File: src/rtl/ecc_affine_conv_if.sv
// Handshake and data bundle between the scalar-multiplication top and the
// projective-to-affine converter.
interface ecc_affine_conv_if #(
  parameter int W = 176
) ();
  logic         conv_start;
  logic [W-1:0] x_in;
  logic [W-1:0] z_in;
  logic [W-1:0] aff_x;
  logic         conv_busy;
  logic         conv_done;
  logic         conv_err;

  modport master (
    output conv_start, x_in, z_in,
    input  aff_x, conv_busy, conv_done, conv_err
  );

  modport slave (
    input  conv_start, x_in, z_in,
    output aff_x, conv_busy, conv_done, conv_err
  );
endinterface

File: src/rtl/ecc_affine_conv.sv
// Converts a projective GF(2^163) pair (X, Z) to affine x = X / Z using an
// iterative binary modular-division datapath.
module ecc_affine_conv #(
  parameter int           M    = 163,
  parameter int           W    = 176,
  parameter logic [163:0] POLY = 164'h8_0000_0000_0000_0000_0000_0000_0000_0000_0000_00C9
) (
  input  logic               clk,
  input  logic               rst_n,
  ecc_affine_conv_if.slave   conv
);

  typedef enum logic [1:0] {
    ST_IDLE = 2'd0,
    ST_LOAD = 2'd1,
    ST_ITER = 2'd2,
    ST_DONE = 2'd3
  } state_t;

  state_t       state_r, state_s;
  logic [M:0]   a_r, a_s;
  logic [M:0]   b_r, b_s;
  logic [M:0]   u_r, u_s;
  logic [M:0]   v_r, v_s;
  logic [M:0]   a_xor_b_s;
  logic [M:0]   u_xor_v_s;
  logic [M-1:0] aff_r, aff_s;
  logic         err_r, err_s;
  logic         busy_r, busy_s;
  logic         done_r, done_s;
  logic         unused_pad_s;

  // Multiplication by t^-1 mod f: fold in f when odd so the shift is exact.
  function automatic logic [M:0] half_f(input logic [M:0] p);
    logic [M:0] q;
    if (p[0]) begin
      q = (p ^ POLY) >> 1;
    end else begin
      q = p >> 1;
    end
    return q;
  endfunction

  assign a_xor_b_s    = a_r ^ b_r;
  assign u_xor_v_s    = u_r ^ v_r;
  assign unused_pad_s = ^{conv.x_in[W-1:M], conv.z_in[W-1:M]};

  // Next-state and datapath selection; X and Z are latched straight into u and a.
  always_comb begin
    state_s = state_r;
    a_s     = a_r;
    b_s     = b_r;
    u_s     = u_r;
    v_s     = v_r;
    aff_s   = aff_r;
    err_s   = err_r;
    case (state_r)
      ST_IDLE: begin
        if (conv.conv_start) begin
          u_s     = {1'b0, conv.x_in[M-1:0]};
          a_s     = {1'b0, conv.z_in[M-1:0]};
          state_s = ST_LOAD;
        end else begin
          state_s = ST_IDLE;
        end
      end
      ST_LOAD: begin
        if (a_r == {(M+1){1'b0}}) begin
          err_s   = 1'b1;
          aff_s   = {M{1'b0}};
          state_s = ST_DONE;
        end else begin
          err_s   = 1'b0;
          b_s     = POLY;
          v_s     = {(M+1){1'b0}};
          state_s = ST_ITER;
        end
      end
      ST_ITER: begin
        if (a_r == b_r) begin
          aff_s   = u_r[M-1:0];
          state_s = ST_DONE;
        end else if (!a_r[0]) begin
          a_s = a_r >> 1;
          u_s = half_f(u_r);
        end else if (!b_r[0]) begin
          b_s = b_r >> 1;
          v_s = half_f(v_r);
        end else if (a_r > b_r) begin
          a_s = a_xor_b_s >> 1;
          u_s = half_f(u_xor_v_s);
        end else begin
          b_s = a_xor_b_s >> 1;
          v_s = half_f(u_xor_v_s);
        end
      end
      ST_DONE: begin
        state_s = ST_IDLE;
      end
      default: begin
        state_s = ST_IDLE;
      end
    endcase
    busy_s = (state_s != ST_IDLE);
    done_s = (state_s == ST_DONE);
  end

  // State, datapath and registered status outputs.
  always_ff @(posedge clk) begin
    if (!rst_n) begin
      state_r <= ST_IDLE;
      a_r     <= {(M+1){1'b0}};
      b_r     <= {(M+1){1'b0}};
      u_r     <= {(M+1){1'b0}};
      v_r     <= {(M+1){1'b0}};
      aff_r   <= {M{1'b0}};
      err_r   <= 1'b0;
      busy_r  <= 1'b0;
      done_r  <= 1'b0;
    end else begin
      state_r <= state_s;
      a_r     <= a_s;
      b_r     <= b_s;
      u_r     <= u_s;
      v_r     <= v_s;
      aff_r   <= aff_s;
      err_r   <= err_s;
      busy_r  <= busy_s;
      done_r  <= done_s;
    end
  end

  assign conv.aff_x     = {{(W-M){1'b0}}, aff_r};
  assign conv.conv_busy = busy_r;
  assign conv.conv_done = done_r;
  assign conv.conv_err  = err_r;

endmodule

File: src/flat_wrapper.sv
// flat-port wrapper written by rule: the top's interface ports become plain ports
module ecc_affine_conv_flat 
#(
  parameter int           M    = 163,
  parameter int           W    = 176,
  parameter logic [163:0] POLY = 164'h8_0000_0000_0000_0000_0000_0000_0000_0000_0000_00C9
)
  (clk, rst_n, conv_conv_start, conv_x_in, conv_z_in, conv_aff_x, conv_conv_busy, conv_conv_done, conv_conv_err);
  ecc_affine_conv_if #(.W(W)) conv_i ();
  input  logic clk;
  input  logic rst_n;
  input wire logic [$bits(conv_i.conv_start)-1:0] conv_conv_start;
  input wire logic [$bits(conv_i.x_in)-1:0] conv_x_in;
  input wire logic [$bits(conv_i.z_in)-1:0] conv_z_in;
  output wire logic [$bits(conv_i.aff_x)-1:0] conv_aff_x;
  output wire logic [$bits(conv_i.conv_busy)-1:0] conv_conv_busy;
  output wire logic [$bits(conv_i.conv_done)-1:0] conv_conv_done;
  output wire logic [$bits(conv_i.conv_err)-1:0] conv_conv_err;
  assign conv_i.conv_start = conv_conv_start;
  assign conv_i.x_in = conv_x_in;
  assign conv_i.z_in = conv_z_in;
  assign conv_aff_x = conv_i.aff_x;
  assign conv_conv_busy = conv_i.conv_busy;
  assign conv_conv_done = conv_i.conv_done;
  assign conv_conv_err = conv_i.conv_err;
  ecc_affine_conv #(.M(M), .W(W), .POLY(POLY)) u_core (.clk(clk), .rst_n(rst_n), .conv(conv_i));
endmodule
File: config.mk
export PLATFORM = sky130hd
export DESIGN_NAME = ecc_affine_conv_flat
export DESIGN_NICKNAME = d
export VERILOG_FILES = /design/src/rtl/ecc_affine_conv_if.sv /design/src/rtl/ecc_affine_conv.sv /design/src/flat_wrapper.sv
export SDC_FILE = /design/constraint.sdc
export NUM_CORES = 2
export LEC_CHECK = 0
export ABC_CLOCK_PERIOD_IN_PS = 4800
export CORE_UTILIZATION = 50
export DETAILED_ROUTE_END_ITERATION = 6
export GPL_TIMING_DRIVEN = 0
export PLACE_DENSITY = 0.69
export SLEW_MARGIN = 20
export SYNTH_ARGS = -nofsm -noshare
export SYNTH_HDL_FRONTEND = slang
export SYNTH_SLANG_ARGS = --single-unit
export TNS_END_PERCENT = 30
File: constraint.sdc
create_clock -name clk -period 4.8 [get_ports clk]
set_input_delay 0.72 -clock clk [delete_from_list [all_inputs] [get_ports clk]]
set_output_delay 0.72 -clock clk [all_outputs]
set_load 0.005 [all_outputs]
After elaboration in Yosys (flattened, before gate mapping)
Cells that the tools add are included.
{ "word_totals": {"mem_bits_rw": 0, "elab_cells": 76, "rom_bits": 0, "reg_bits": 824, "mem_count": 0, "latchBits": 0, "inputBits": 355, "output_inout_bits": 179} }
{ "op_classes": {"bitwise_logic": 5, "div_mod_pow": 0, "add_sub_neg": 0, "shift": 0, "n_lt_le_gt_ge": 1, "multipliers": 0, "reduce_logical": 10, "eq_ne": 14, "mux": 35} }
{ "op_table": {"columns": ["operator", "n"], "rows": [
  ["2-to-1 mux 164 bit", 20],
  ["one-hot mux 164 bit (2 select lines)", 4],
  ["2-to-1 mux 163 bit", 5],
  ["bitwise XOR 164 bit", 2],
  ["one-hot mux 163 bit (2 select lines)", 1],
  ["== test 164 bit", 1],
  ["> comparator 164 bit", 1],
  ["logical NOT 164 bit", 1],
  ["inverter 5 bit", 3],
  ["AND reduction 5 bit", 2],
  ["inequality test 3 bit (second input constant)", 3],
  ["one-hot mux 2 bit (4 select lines)", 1],
  ["== test 2 bit (second input constant)", 3],
  ["inequality test 2 x 1 -> 1 bit (second input constant)", 3],
  ["inequality test 2 bit (second input constant)", 3],
  ["AND reduction 3 bit", 2],
  ["nonzero test 2 bit", 3],
  ["AND reduction 4 bit", 1],
  ["2-to-1 mux 1 bit", 3],
  ["== test 2 x 1 -> 1 bit (second input constant)", 1],
  ["logical NOT 2 bit", 1],
  ["2-to-1 mux 2 bit", 1]
]} }

Logic depth before layout (Yosys ltp)
{ "depth": {"word_depth": 8, "ltp_mapped": 17, "depth_no_buf": 11} }

Least setup slack after synthesis
No wires, ideal clock.
{ "synth_timing": {"path_kind": "register -> register", "from": "register u_core.a_r[0]", "to": "register u_core.a_r[10]", "n_path_buf": 6, "setup_time_ps": 117, "setup_slack_ps": 1460, "required_ps": 4683, "synth_period_minus_slack_ps": 3340, "t_arrival_ps": 3222, "stages_incl_launch_ff": 17, "path_cell_list": "dfxtp_1 -> clkbuf_1 -> inv_1 -> clkbuf_1 -> clkbuf_1 -> ha_1 -> nand4_1 -> nor4_1 -> nand3_1 -> nor4_1 -> and2_1 -> nor2_1 -> and3_1 -> buf_2 -> buf_6 -> buf_6 -> a32o_1"} }
{ "synth_via": {"elab_chain_len": 3, "elab_cells_between_ends": 9, "cone_classes": "order compare: 1; eq/ne: 4; mux: 3; reduce/logical: 1"} }
{ "synth_rtl": {"columns": ["element", "line_no", "rtl"], "rows": [
  ["start, declared", "ecc_affine_conv.sv:21", "logic [M:0] a_r, a_s;"],
  ["start signal, assigned", "ecc_affine_conv.sv:112", "a_r <= {(M+1){1'b0}};"],
  ["start signal, assigned", "ecc_affine_conv.sv:122", "a_r <= a_s;"],
  ["> comparator 164 bit (tied with other cells)", "ecc_affine_conv.sv:89", "end else if (a_r > b_r) begin"],
  ["inequality test 3 bit (no line) (tied with other cells)", null, null],
  ["AND reduction 5 bit (no line) or one-hot mux 164 bit (2 select lines) (tied branches)", null, null]
]} }
Parallel ways exist; a longest one is shown, timed or not. The select of a mux whose other input is x is not followed.
A chain may end at the register's enable or synchronous reset.

Final worst setup path
{ "layout_timing": {"from": "register u_core.b_r[71]", "to": "register u_core.a_r[92]"} }
{ "layout_via": {"elab_chain_len": 3, "elab_cells_between_ends": 5, "cone_classes": "order compare: 1; eq/ne: 3; reduce/logical: 1"} }
{ "layout_rtl": {"columns": ["element", "line_no", "rtl"], "rows": [
  ["start, declared", "ecc_affine_conv.sv:22", "logic [M:0] b_r, b_s;"],
  ["start signal, assigned", "ecc_affine_conv.sv:113", "b_r <= {(M+1){1'b0}};"],
  ["start signal, assigned", "ecc_affine_conv.sv:123", "b_r <= b_s;"],
  ["> comparator 164 bit or == test 164 bit (tied branches)", "ecc_affine_conv.sv:89, ecc_affine_conv.sv:80", null],
  ["inequality test 3 bit (no line) or inequality test 2 bit (tied branches)", null, null],
  ["AND reduction 5 bit (no line) (*)", null, null]
]} }
Mark *: on every way between the ends. The rest lies on a longest branch, timed or not.

==> out/qor.yml <==
fmax_ghz: 0.222
grt_max_degree: 17
grt_pass1_wl_um: 231000
fin_skew_ps: 26.3
drc: 0
maxSlewHeadroom_pct: 20.7
crit_top_cell: "buf_2"
hold_viol_final: 0
p_per_area_nw_per_um2: 515
core.rowCount: 108
grt_pass1_vias: 40876
routed_wl_um: 150000
drv_cap: 0
clock_sinks: 821
synth_top_area_share_pct: 37.0
clk_latency_ps: 670
pwr-share-comb_pct: 40.7
die_area_um2: 90000
status: "finished, final reports clean"
p_int_uw: 16400
synth_cell_types: 63
yosys.area.top_type: "dfxtp_1"
drt_iter0_markers: 3342
power_leakage_uw: 0.0188
wire_per_inst_um: 20.1
path_depth: 13
drive_above_1_share_pct: 6.99
antenna_found_initial: 29
root_buffer: "clkbuf_16"
synth_seq_area_share_pct: 37.0
tns_ps: 0
worst_slack_ps: 297
utilization_pct: 61.9
ys_seq_elements: 821
syn2layout_area_growth_pct: 21.8
n_fill_cell: 8041
vias: 43060
end_kind: "flop"
min_period_ps: 4500
sw_frac_of_total_pct: 41.2
synthMostInstantiatedCell: "nand2_1"
fin_area_um2: 54100
synthTopCellsByArea: "dfxtp_1 37%, nand2_1 8.6%, o21ai_0 7.5%"
synth_edf_count: 0
chipWidth_um: 300
clk_pin_slew_worst_paths_ps: 60
worstPathRequired_ps: 5390
critPathTopFamily: "compound AO/OA/AOI/OAI gates"
synth_flop_cell: "dfxtp_1"
multiInputGateArea_um2: 25100
crit_path_top_delay_cell: "a21oi_4"
setup_viol: 0
viasPerCell: 5.77
preCtsSetupSlack_ps: -1420
worst-path-max-fanout: 10
syn_area_um2: 44400
numCtsBuffers: 91
min_path_cells: 2
fin_nets: 6744
firstDrtPassIters: 6
ios: 534
gp_congestion: 0.943
ctsHoldBuffers: 0
seq_area_um2: 16400
synth_common_cells: "1017 x nand2_1, 821 x dfxtp_1, 665 x o21ai_0, 402 x clkbuf_1, 388 x a21oi_1"
finalMaxSlewViolations: 0
clockBufferDepth: 3
critPathMaxStageDelay_ps: 510
die_h_um: 300
startpoint_type: "flop"
rsz0062_at_grt: "no"
grtUsageTotal_pct: 32.3
netlist_instances: 5622
grt-ovfl-total: 0
switchingPower_uw: 11500
initial_utilization_pct: 50.8
rr_worst_depth: 13
portBuffers: 493
dp_hpwl_um: 112000
fin_crit_sh_pct: 93.8
path_buf_inv: 3
hold_path_class: "flop to flop"
path_cells: "inv_1 -> ha_1 -> a21oi_1 -> o21ai_0 -> a221o_1 -> or3_1 -> a221oi_2 -> o2111ai_2 -> o31a_2 -> a21oi_4 -> buf_2 -> buf_2 -> a32o_1"
path_class: "flop to flop"
clockPowerShare_pct: 26.2
crit_arrival_ps: 5090
worst_pin_slew_ps: 1190
core_region_area_um2: 87300
ant_nets: 0
sequentialPowerShare_pct: 33.1
place_area_um2: 50900
avgSynthCellArea_um2: 7.90
synth-warning-count: 0
ir_worst_vdd_v: 0.000354
async_reset_ff_share_pct: 0
cts_max_level: 3
cts_tree: "done"
## power groups by stage
stage	sequential, uW	clock (uW)	combinational (uW)
4_1_cts	9160	7380	11200
5_1_grt	9330	7670	12400
2_1_floorplan	8820	0	7800
6_report	9210	7310	11300
3_5_place_dp	9300	0	11100
3_3_place_gp	9280	0	11000
## registers in the layout, summed over array words and instances (netlist names)
name	flops
u_core.conv.conv_busy	1
u_core.v_r	163
u_core.aff_r	163
u_core.a_r	163
u_core.state_r	2
u_core.conv.conv_done	1
u_core.conv.conv_err	1
u_core.b_r	164
u_core.u_r	163
## cells by family after synthesis
logic type	Yosys count	synth area share (%)
AND/OR/NAND/NOR	1840	18.6
XOR/XNOR	332	6.55
AO/OA/AOI/OAI	1606	22.7
buffers and inverters	690	6.61
other	1	0.00845
adder cells (fa/ha/maj)	166	4.68
multiplexers	166	3.74
flip-flops	821	37.0
## worst min-delay path, delay by kind of cell, from the launching register on
| kind | cells | cell delay (ps) |
|---|---|---|
| DFF | 1 | 300 |
| AOI/OAI and AO/OA | 2 | 120 |
## area by class of cell
class / instances / share of cell area (%)
sequential: 821 / 30.4
antenna: 8 / 0.0370
timing repair buffer: 498 / 9.26
clock buffer: 133 / 4.91
clock inverter: 34 / 0.826
tap: 1155 / 2.67
buffer: 515 / 4.22
multi-input combinational: 4123 / 46.5
inverter: 173 / 1.21
## final timing paths
check | from | endpoint | slack (ps)
setup / recovery | u_core.b_r[71] | u_core.a_r[92] | 300
hold / removal | u_core.aff_r[38] | u_core.aff_r[38] | 470
setup reg to reg | u_core.b_r[71] | u_core.a_r[92] | 300
hold reg to reg | u_core.aff_r[38] | u_core.aff_r[38] | 470
## stage by stage
step	total power [uW]	std cells	hold slack [ps]
6_report	27800	7460	474
4_1_cts	27700	7450	473
3_5_place_dp	20400	7283	464
3_3_place_gp	20200	7282	457
5_1_grt	29400	7454	489
2_1_floorplan	16600	5634	450
## layer usage
metal	vias up	wire (um)	part of all wire [%]	GRT usage, %
met5	-	249	0.17	0
met4	38	6340	4.2	13.1
met3	344	10500	7.0	6.42
met2	1441	69200	46	53.2
met1	20183	63600	42	41.3
li1	21054	-	-	-
## cell usage in the layout (no fill, tap or decap), drive strengths merged, types with 161 or more instances in the layout
master            n
clkbuf          533
ha              166
xnor2           166
a21boi          161
nand2          1017
a21oi           389
nand3           180
nor2            189
dfxtp           821
nand4           206
clkdlybuf4s50   493
or2             162
xor2            166
o21ai           667
mux2i           166
inv             174
a32o            161
## repair_timing
| item | 4_1_cts | 5_1_grt |
|---|---|---|
| buffers inserted | 2 | 2 |
| gates resized for setup | 6 | 3 |
| pin swaps | 1 | 2 |
| endpoints found under the setup margin | 813 | 432 |
No activity file was read; power rests on OpenSTA's default activity.
